### config.mk
export PLATFORM = sky130hd
export DESIGN_NAME = run_detect_flat
export DESIGN_NICKNAME = d
export VERILOG_FILES = /design/src/rtl/run_detect_pkg.sv /design/src/rtl/run_detect_if.sv /design/src/rtl/run_detect_sat_counter.sv /design/src/rtl/run_detect.sv /design/src/flat_wrapper.sv
export SDC_FILE = /design/constraint.sdc
export NUM_CORES = 1
export LEC_CHECK = 0
export ABC_AREA = 1
export CORE_MARGIN = 3
export CORE_UTILIZATION = 46
export CTS_CLUSTER_SIZE = 30
export DETAILED_ROUTE_END_ITERATION = 16
export MAX_ROUTING_LAYER = met4
export PLACE_DENSITY_LB_ADDON = 0.3
export SLEW_MARGIN = 15
export SYNTH_ARGS = -nofsm -noshare
export SYNTH_HDL_FRONTEND = slang
export SYNTH_SLANG_ARGS = --single-unit
### constraint.sdc
create_clock -name clk -period 1.7 [get_ports clk]
set_clock_uncertainty 0.2 [all_clocks]
set_input_delay 0.17 -clock clk [delete_from_list [all_inputs] [get_ports clk]]
set_output_delay 0.17 -clock clk [all_outputs]
set_load 0.01 [all_outputs]
### src/rtl/run_detect_pkg.sv
// Shared types for the run detector: FSM state codes, mode encodings and
// the polarity-enable helper used by the detector FSM.
package run_detect_pkg;

    typedef logic [1:0] state_t;
    localparam state_t ST_IDLE = 2'd0;
    localparam state_t ST_RUN  = 2'd1;
    localparam state_t ST_HIT  = 2'd2;

    typedef logic [1:0] mode_t;
    localparam mode_t MODE_BOTH  = 2'b00;
    localparam mode_t MODE_ZEROS = 2'b01;
    localparam mode_t MODE_ONES  = 2'b10;
    localparam mode_t MODE_OFF   = 2'b11;

    function automatic logic mode_enables(input mode_t mode, input logic bit_val);
        logic en_s;
        case (mode)
            MODE_BOTH:  en_s = 1'b1;
            MODE_ZEROS: en_s = ~bit_val;
            MODE_ONES:  en_s = bit_val;
            default:    en_s = 1'b0;
        endcase
        return en_s;
    endfunction

endpackage

### src/rtl/run_detect_if.sv
// Sample/result bundle of the run detector; the detector is the slave side.
interface run_detect_if
    import run_detect_pkg::*;
#(
    parameter int RUN_LEN = 4,
    parameter int CNT_W   = 8
);
    localparam int LEN_W = $clog2(RUN_LEN + 1);

    logic             in_valid;
    logic             in_bit;
    mode_t            mode;
    logic             overlap;
    logic             det;
    logic             det_level;
    logic             det_val;
    logic [LEN_W-1:0] run_len;
    logic [CNT_W-1:0] hit_cnt;

    modport master (
        output in_valid, in_bit, mode, overlap,
        input  det, det_level, det_val, run_len, hit_cnt
    );

    modport slave (
        input  in_valid, in_bit, mode, overlap,
        output det, det_level, det_val, run_len, hit_cnt
    );
endinterface

### src/rtl/run_detect_sat_counter.sv
// Saturating up-counter: holds at all-ones, synchronous clear, async active-low reset.
module sat_counter #(
    parameter int width = 8
) (
    input  logic             clk,
    input  logic             rst,
    input  logic             clr,
    input  logic             inc,
    output logic [width-1:0] q
);
    localparam logic [width-1:0] Q_MAX = {width{1'b1}};

    logic [width-1:0] q_r;

    // Count increments, clearing on clr and sticking at the maximum
    always_ff @(posedge clk or negedge rst) begin
        if (!rst) begin
            q_r <= {width{1'b0}};
        end else if (clr) begin
            q_r <= {width{1'b0}};
        end else if (inc && (q_r != Q_MAX)) begin
            q_r <= q_r + width'(1'b1);
        end
    end

    assign q = q_r;
endmodule

### src/rtl/run_detect.sv
// Serial run detector: flags RUN_LEN consecutive equal samples of an enabled
// polarity, optionally re-hitting on every further equal sample.
module run_detect
    import run_detect_pkg::*;
#(
    parameter int RUN_LEN = 4,
    parameter int CNT_W   = 8
) (
    input  logic        clk,
    input  logic        rst,
    input  logic        clear,
    run_detect_if.slave bus
);
    localparam int LEN_W = $clog2(RUN_LEN + 1);
    localparam logic [LEN_W-1:0] LEN_MAX = LEN_W'(RUN_LEN);
    localparam logic [LEN_W-1:0] LEN_ONE = LEN_W'(1'b1);

    state_t           state_r, state_s;
    logic [LEN_W-1:0] run_len_r, run_len_s;
    logic             last_r, last_s;
    logic             hit_s;
    logic             det_r, det_level_r, det_val_r;
    logic [CNT_W-1:0] hit_cnt_s;

    // Next-state, run length and hit decision for the current sample
    always_comb begin
        state_s   = state_r;
        run_len_s = run_len_r;
        last_s    = last_r;
        hit_s     = 1'b0;
        if (bus.in_valid) begin
            case (state_r)
                ST_IDLE: begin
                    last_s    = bus.in_bit;
                    run_len_s = LEN_ONE;
                    state_s   = ST_RUN;
                end
                ST_RUN: begin
                    if (bus.in_bit == last_r) begin
                        if (run_len_r < LEN_MAX) begin
                            run_len_s = run_len_r + LEN_ONE;
                        end else begin
                            run_len_s = LEN_MAX;
                        end
                        if ((run_len_s == LEN_MAX) && mode_enables(bus.mode, bus.in_bit)) begin
                            hit_s   = 1'b1;
                            state_s = ST_HIT;
                        end else begin
                            state_s = ST_RUN;
                        end
                    end else begin
                        last_s    = bus.in_bit;
                        run_len_s = LEN_ONE;
                        state_s   = ST_RUN;
                    end
                end
                ST_HIT: begin
                    // Only an equal bit with overlap keeps the run alive past a hit
                    if (bus.overlap && (bus.in_bit == last_r)) begin
                        run_len_s = LEN_MAX;
                        if (mode_enables(bus.mode, bus.in_bit)) begin
                            hit_s   = 1'b1;
                            state_s = ST_HIT;
                        end else begin
                            state_s = ST_RUN;
                        end
                    end else begin
                        last_s    = bus.in_bit;
                        run_len_s = LEN_ONE;
                        state_s   = ST_RUN;
                    end
                end
                default: begin
                    state_s   = ST_IDLE;
                    run_len_s = {LEN_W{1'b0}};
                    last_s    = 1'b0;
                end
            endcase
        end else begin
            state_s = state_r;
        end
    end

    // State and registered outputs; clear behaves like a synchronous reset
    always_ff @(posedge clk or negedge rst) begin
        if (!rst) begin
            state_r     <= ST_IDLE;
            run_len_r   <= {LEN_W{1'b0}};
            last_r      <= 1'b0;
            det_r       <= 1'b0;
            det_level_r <= 1'b0;
            det_val_r   <= 1'b0;
        end else if (clear) begin
            state_r     <= ST_IDLE;
            run_len_r   <= {LEN_W{1'b0}};
            last_r      <= 1'b0;
            det_r       <= 1'b0;
            det_level_r <= 1'b0;
            det_val_r   <= 1'b0;
        end else begin
            state_r     <= state_s;
            run_len_r   <= run_len_s;
            last_r      <= last_s;
            det_r       <= hit_s;
            det_level_r <= (state_s == ST_HIT);
            if (hit_s) begin
                det_val_r <= bus.in_bit;
            end
        end
    end

    sat_counter #(.width(CNT_W)) u_hit_cnt (
        .clk (clk),
        .rst (rst),
        .clr (clear),
        .inc (hit_s),
        .q   (hit_cnt_s)
    );

    assign bus.det       = det_r;
    assign bus.det_level = det_level_r;
    assign bus.det_val   = det_val_r;
    assign bus.run_len   = run_len_r;
    assign bus.hit_cnt   = hit_cnt_s;
endmodule

### src/flat_wrapper.sv
// flat-port wrapper written by rule: the top's interface ports become plain ports
module run_detect_flat import run_detect_pkg::*;
#(
    parameter int RUN_LEN = 4,
    parameter int CNT_W   = 8
)
  (clk, rst, clear, bus_in_valid, bus_in_bit, bus_mode, bus_overlap, bus_det, bus_det_level, bus_det_val, bus_run_len, bus_hit_cnt);
  run_detect_if #(.RUN_LEN(RUN_LEN), .CNT_W(CNT_W)) bus_i ();
  input  logic clk;
  input  logic rst;
  input  logic clear;
  input wire logic [$bits(bus_i.in_valid)-1:0] bus_in_valid;
  input wire logic [$bits(bus_i.in_bit)-1:0] bus_in_bit;
  input wire logic [$bits(bus_i.mode)-1:0] bus_mode;
  input wire logic [$bits(bus_i.overlap)-1:0] bus_overlap;
  output wire logic [$bits(bus_i.det)-1:0] bus_det;
  output wire logic [$bits(bus_i.det_level)-1:0] bus_det_level;
  output wire logic [$bits(bus_i.det_val)-1:0] bus_det_val;
  output wire logic [$bits(bus_i.run_len)-1:0] bus_run_len;
  output wire logic [$bits(bus_i.hit_cnt)-1:0] bus_hit_cnt;
  assign bus_i.in_valid = bus_in_valid;
  assign bus_i.in_bit = bus_in_bit;
  assign bus_i.mode = bus_mode;
  assign bus_i.overlap = bus_overlap;
  assign bus_det = bus_i.det;
  assign bus_det_level = bus_i.det_level;
  assign bus_det_val = bus_i.det_val;
  assign bus_run_len = bus_i.run_len;
  assign bus_hit_cnt = bus_i.hit_cnt;
  run_detect #(.RUN_LEN(RUN_LEN), .CNT_W(CNT_W)) u_core (.clk(clk), .rst(rst), .clear(clear), .bus(bus_i));
endmodule
==> reports/metrics.yaml <==
synthesis:
  postSynthAreaPerCell_um2: 7.41
  syn_nets: 169
  ys_types: 26
  ys_seq_area_frac: 0.373
  yosysWarnings: 0
  netlist_area_mm2: 0.00114
  netlist_instances: 154
  ys_ff_latch: 17
grt:
  grt_pass1_vias: 1168
  antenna_found_initial: 0
  grt_max_degree: 18
  grt_util_all_layers: 0.200
  overflow: 0
  grt_first_pass_wirelength_mm: 5.01
clocking:
  clock_latency_ns: 0.29
  cts_tree: "built"
  cts-root-buf: "clkbuf_4"
  holdBufCountCts: 0
  htreeDepth: 1
  clk_pin_slew_ns: 0.11
  cts_buffers: 3
  clock-sinks: 17
  clockBufferDepth: 2
sta:
  fmax_mhz: 557
  fin_crit_ns: 1.80
  fin_setup_tns_ns: -0.733
  drv_slew: 0
  finalSetupViolCount: 11
  period_share: 1.06
  finalHoldWorstSlack_ns: -0.00135
  setup_slack_ns: -0.0955
  tightest_slew_ns: 0.455
  maxSlewHeadroom: 0.694
  finalHoldViolations: 2
  rsz0062_at_grt: "true"
cells_and_area:
  drive_above_1_share: 0.235
  nets: 216
  fin_util: 0.719
  n_fill_cell: 166
  num_antenna_cells: 0
  layout_common_cells: "43 x nand2_1, 22 x buf_4, 18 x inv_1, 16 x nor2_1, 16 x dfrtp_1"
  finalNonFillerCells: 228
  syn2layout_area_growth_pct: 43.4
  final_common_cell: "nand2_1"
power_and_ir_drop:
  power.switching_uw: 271
  p_comb_frac: 0.247
  intPower_uw: 606
  swShare: 0.309
  power_density_mw_per_mm2: 536
  clkPwrFrac: 0.258
  p_seq_frac: 0.494
  ir_drop_v: 0.000508
  leakage_uw: 0.000922
critical_path:
  cp-end-kind: "flip-flop"
  reg2reg_depth: 10
  critPathRequiredTime_ns: 1.74
  crit_path_start_kind: "flip-flop"
  criticalPathCategory: "flip-flop to flip-flop"
  crit_fanout: 8
  cp_data_arrival_time_ns: 1.84
flow_run:
  maxCapViolations: 0
placement:
  dp_hpwl_mm: 2.12
  portBuffers: 21
  gp_congestion: 0.915
  dp_slack_ns: -0.217
  placed_cells: 219
drt:
  ant_nets: 0
  vias: 1202
  viasPerCell: 5.27
  wirelength_mm: 3.02
  post_drt_wl_per_cell_um: 13.3
  drc: 0
  firstDrtPassIters: 4
  drt-initial-drc-count: 43
outcome:
  violations: "negative hold slack, negative setup slack"
  status: "finished with violations"
die:
  ios: 22
  fp.dieW_um: 55.8
  coreArea_mm2: 0.00228
  std_cell_rows: 17
  fp.dieH_um: 55.8
  dieArea_mm2: 0.00311
  start_util: 0.501
worst_hold_path:
  hold_class: "input port to asynchronous set/reset pin"
path summary, 6_finish.rpt:
path,from,slack [ns],end
worst max-delay path,u_core.bus.run_len[1]$_DFFE_PN0P_,-0.1,u_core.u_hit_cnt.q[7]$_DFFE_PN0P_
worst min-delay path,rst,-0.001,u_core.bus.run_len[0]$_DFFE_PN0P_
worst max register to register,u_core.bus.run_len[1]$_DFFE_PN0P_,-0.1,u_core.u_hit_cnt.q[7]$_DFFE_PN0P_
worst min register to register,u_core.bus.det_val$_DFFE_PN0P_,0.36,u_core.bus.det_val$_DFFE_PN0P_
max in group asynchronous,rst,1.09,u_core.state_r[0]$_DFF_PN0_
min in group clk,u_core.bus.det_val$_DFFE_PN0P_,0.36,u_core.bus.det_val$_DFFE_PN0P_
synthesized netlist by cell type (all sizes together):
library cell,number,area [µm²]
inv,19,71.3
xor2,2,17.5
xnor2,1,8.76
nand3,18,108
buf,1,11.3
nor3b,2,15.0
o21ai,3,15.0
o211ai,1,7.51
o22ai,1,6.26
nor2,19,83.8
o31ai,1,7.51
nor3,3,20.0
dlygate4sd1,1,8.76
a21oi,4,20.0
ha,7,87.6
dfrtp,17,425
nand2,52,215
nand4,2,12.5
cell families after synthesis:
| group | synth area share |
|---|---|
| simple gates | 0.398 |
| buf+inv | 0.0800 |
| flops | 0.373 |
| compound gates | 0.0493 |
| fa+ha+maj | 0.0768 |
| xor+xnor | 0.0230 |
what timing repair did:
action | 4_1_cts | 5_1_grt
gates cloned | 1 | 0
setup endpoints to repair | 10 | 20
resized for setup | 1 | 18
hold endpoints to repair | 0 | 0
pin swaps | 2 | 11
setup buffers | 1 | 3
per-stage QoR:
step / cell area (µm²) / total power [µW]
CTS: 1550 / 863
global route: 1640 / 910
finish: 1640 / 877
global placement: 1500 / 634
floorplan: 1140 / 539
detailed placement: 1500 / 642
metal layers:
metal / up-vias / wire length, µm / GRT usage
met5: - / 0 / -
met4: 0 / 34 / 0.0799
met3: 6 / 189 / 0.0348
met2: 55 / 1420 / 0.314
met1: 556 / 1380 / 0.256
li1: 585 / - / -
power by group through the flow:
stage	Sequential, µW	Combinational, µW	Clock, µW
floorplan	449	89.5	0
global placement	440	194	0
detailed placement	441	201	0
CTS	433	206	224
global route	436	239	235
finish	433	217	227
worst max-delay path, stage by stage (launching register included):
cell     delay [ns]
dfrtp_1        0.41
ha_1           0.32
nand2_2        0.08
nand2_2        0.07
nor2_4         0.13
nand2_2        0.07
nand2_4        0.10
nand3_4        0.12
nand2_8        0.12
nand2_2        0.05
nand2_2        0.07
flip-flops by register name (all words and copies together), names as in the netlist:
register	flops
u_core.u_hit_cnt.q	8
u_core.bus.run_len	3
u_core.state_r	2
u_core.bus.det	1
u_core.bus.det_level	1
u_core.bus.det_val	1
u_core.last_r	1
layout make-up:
type | instances | area, µm² | area share
Multi-Input combinational cell | 117 | 686 | 0.419
Timing Repair Buffer | 43 | 390 | 0.239
Sequential cell | 17 | 427 | 0.261
Tap cell | 28 | 35.0 | 0.0214
Inverter | 19 | 71.3 | 0.0436
Clock inverter | 1 | 5.00 | 0.00306
Clock buffer | 3 | 22.5 | 0.0138
(Power assumes the default switching activity.)
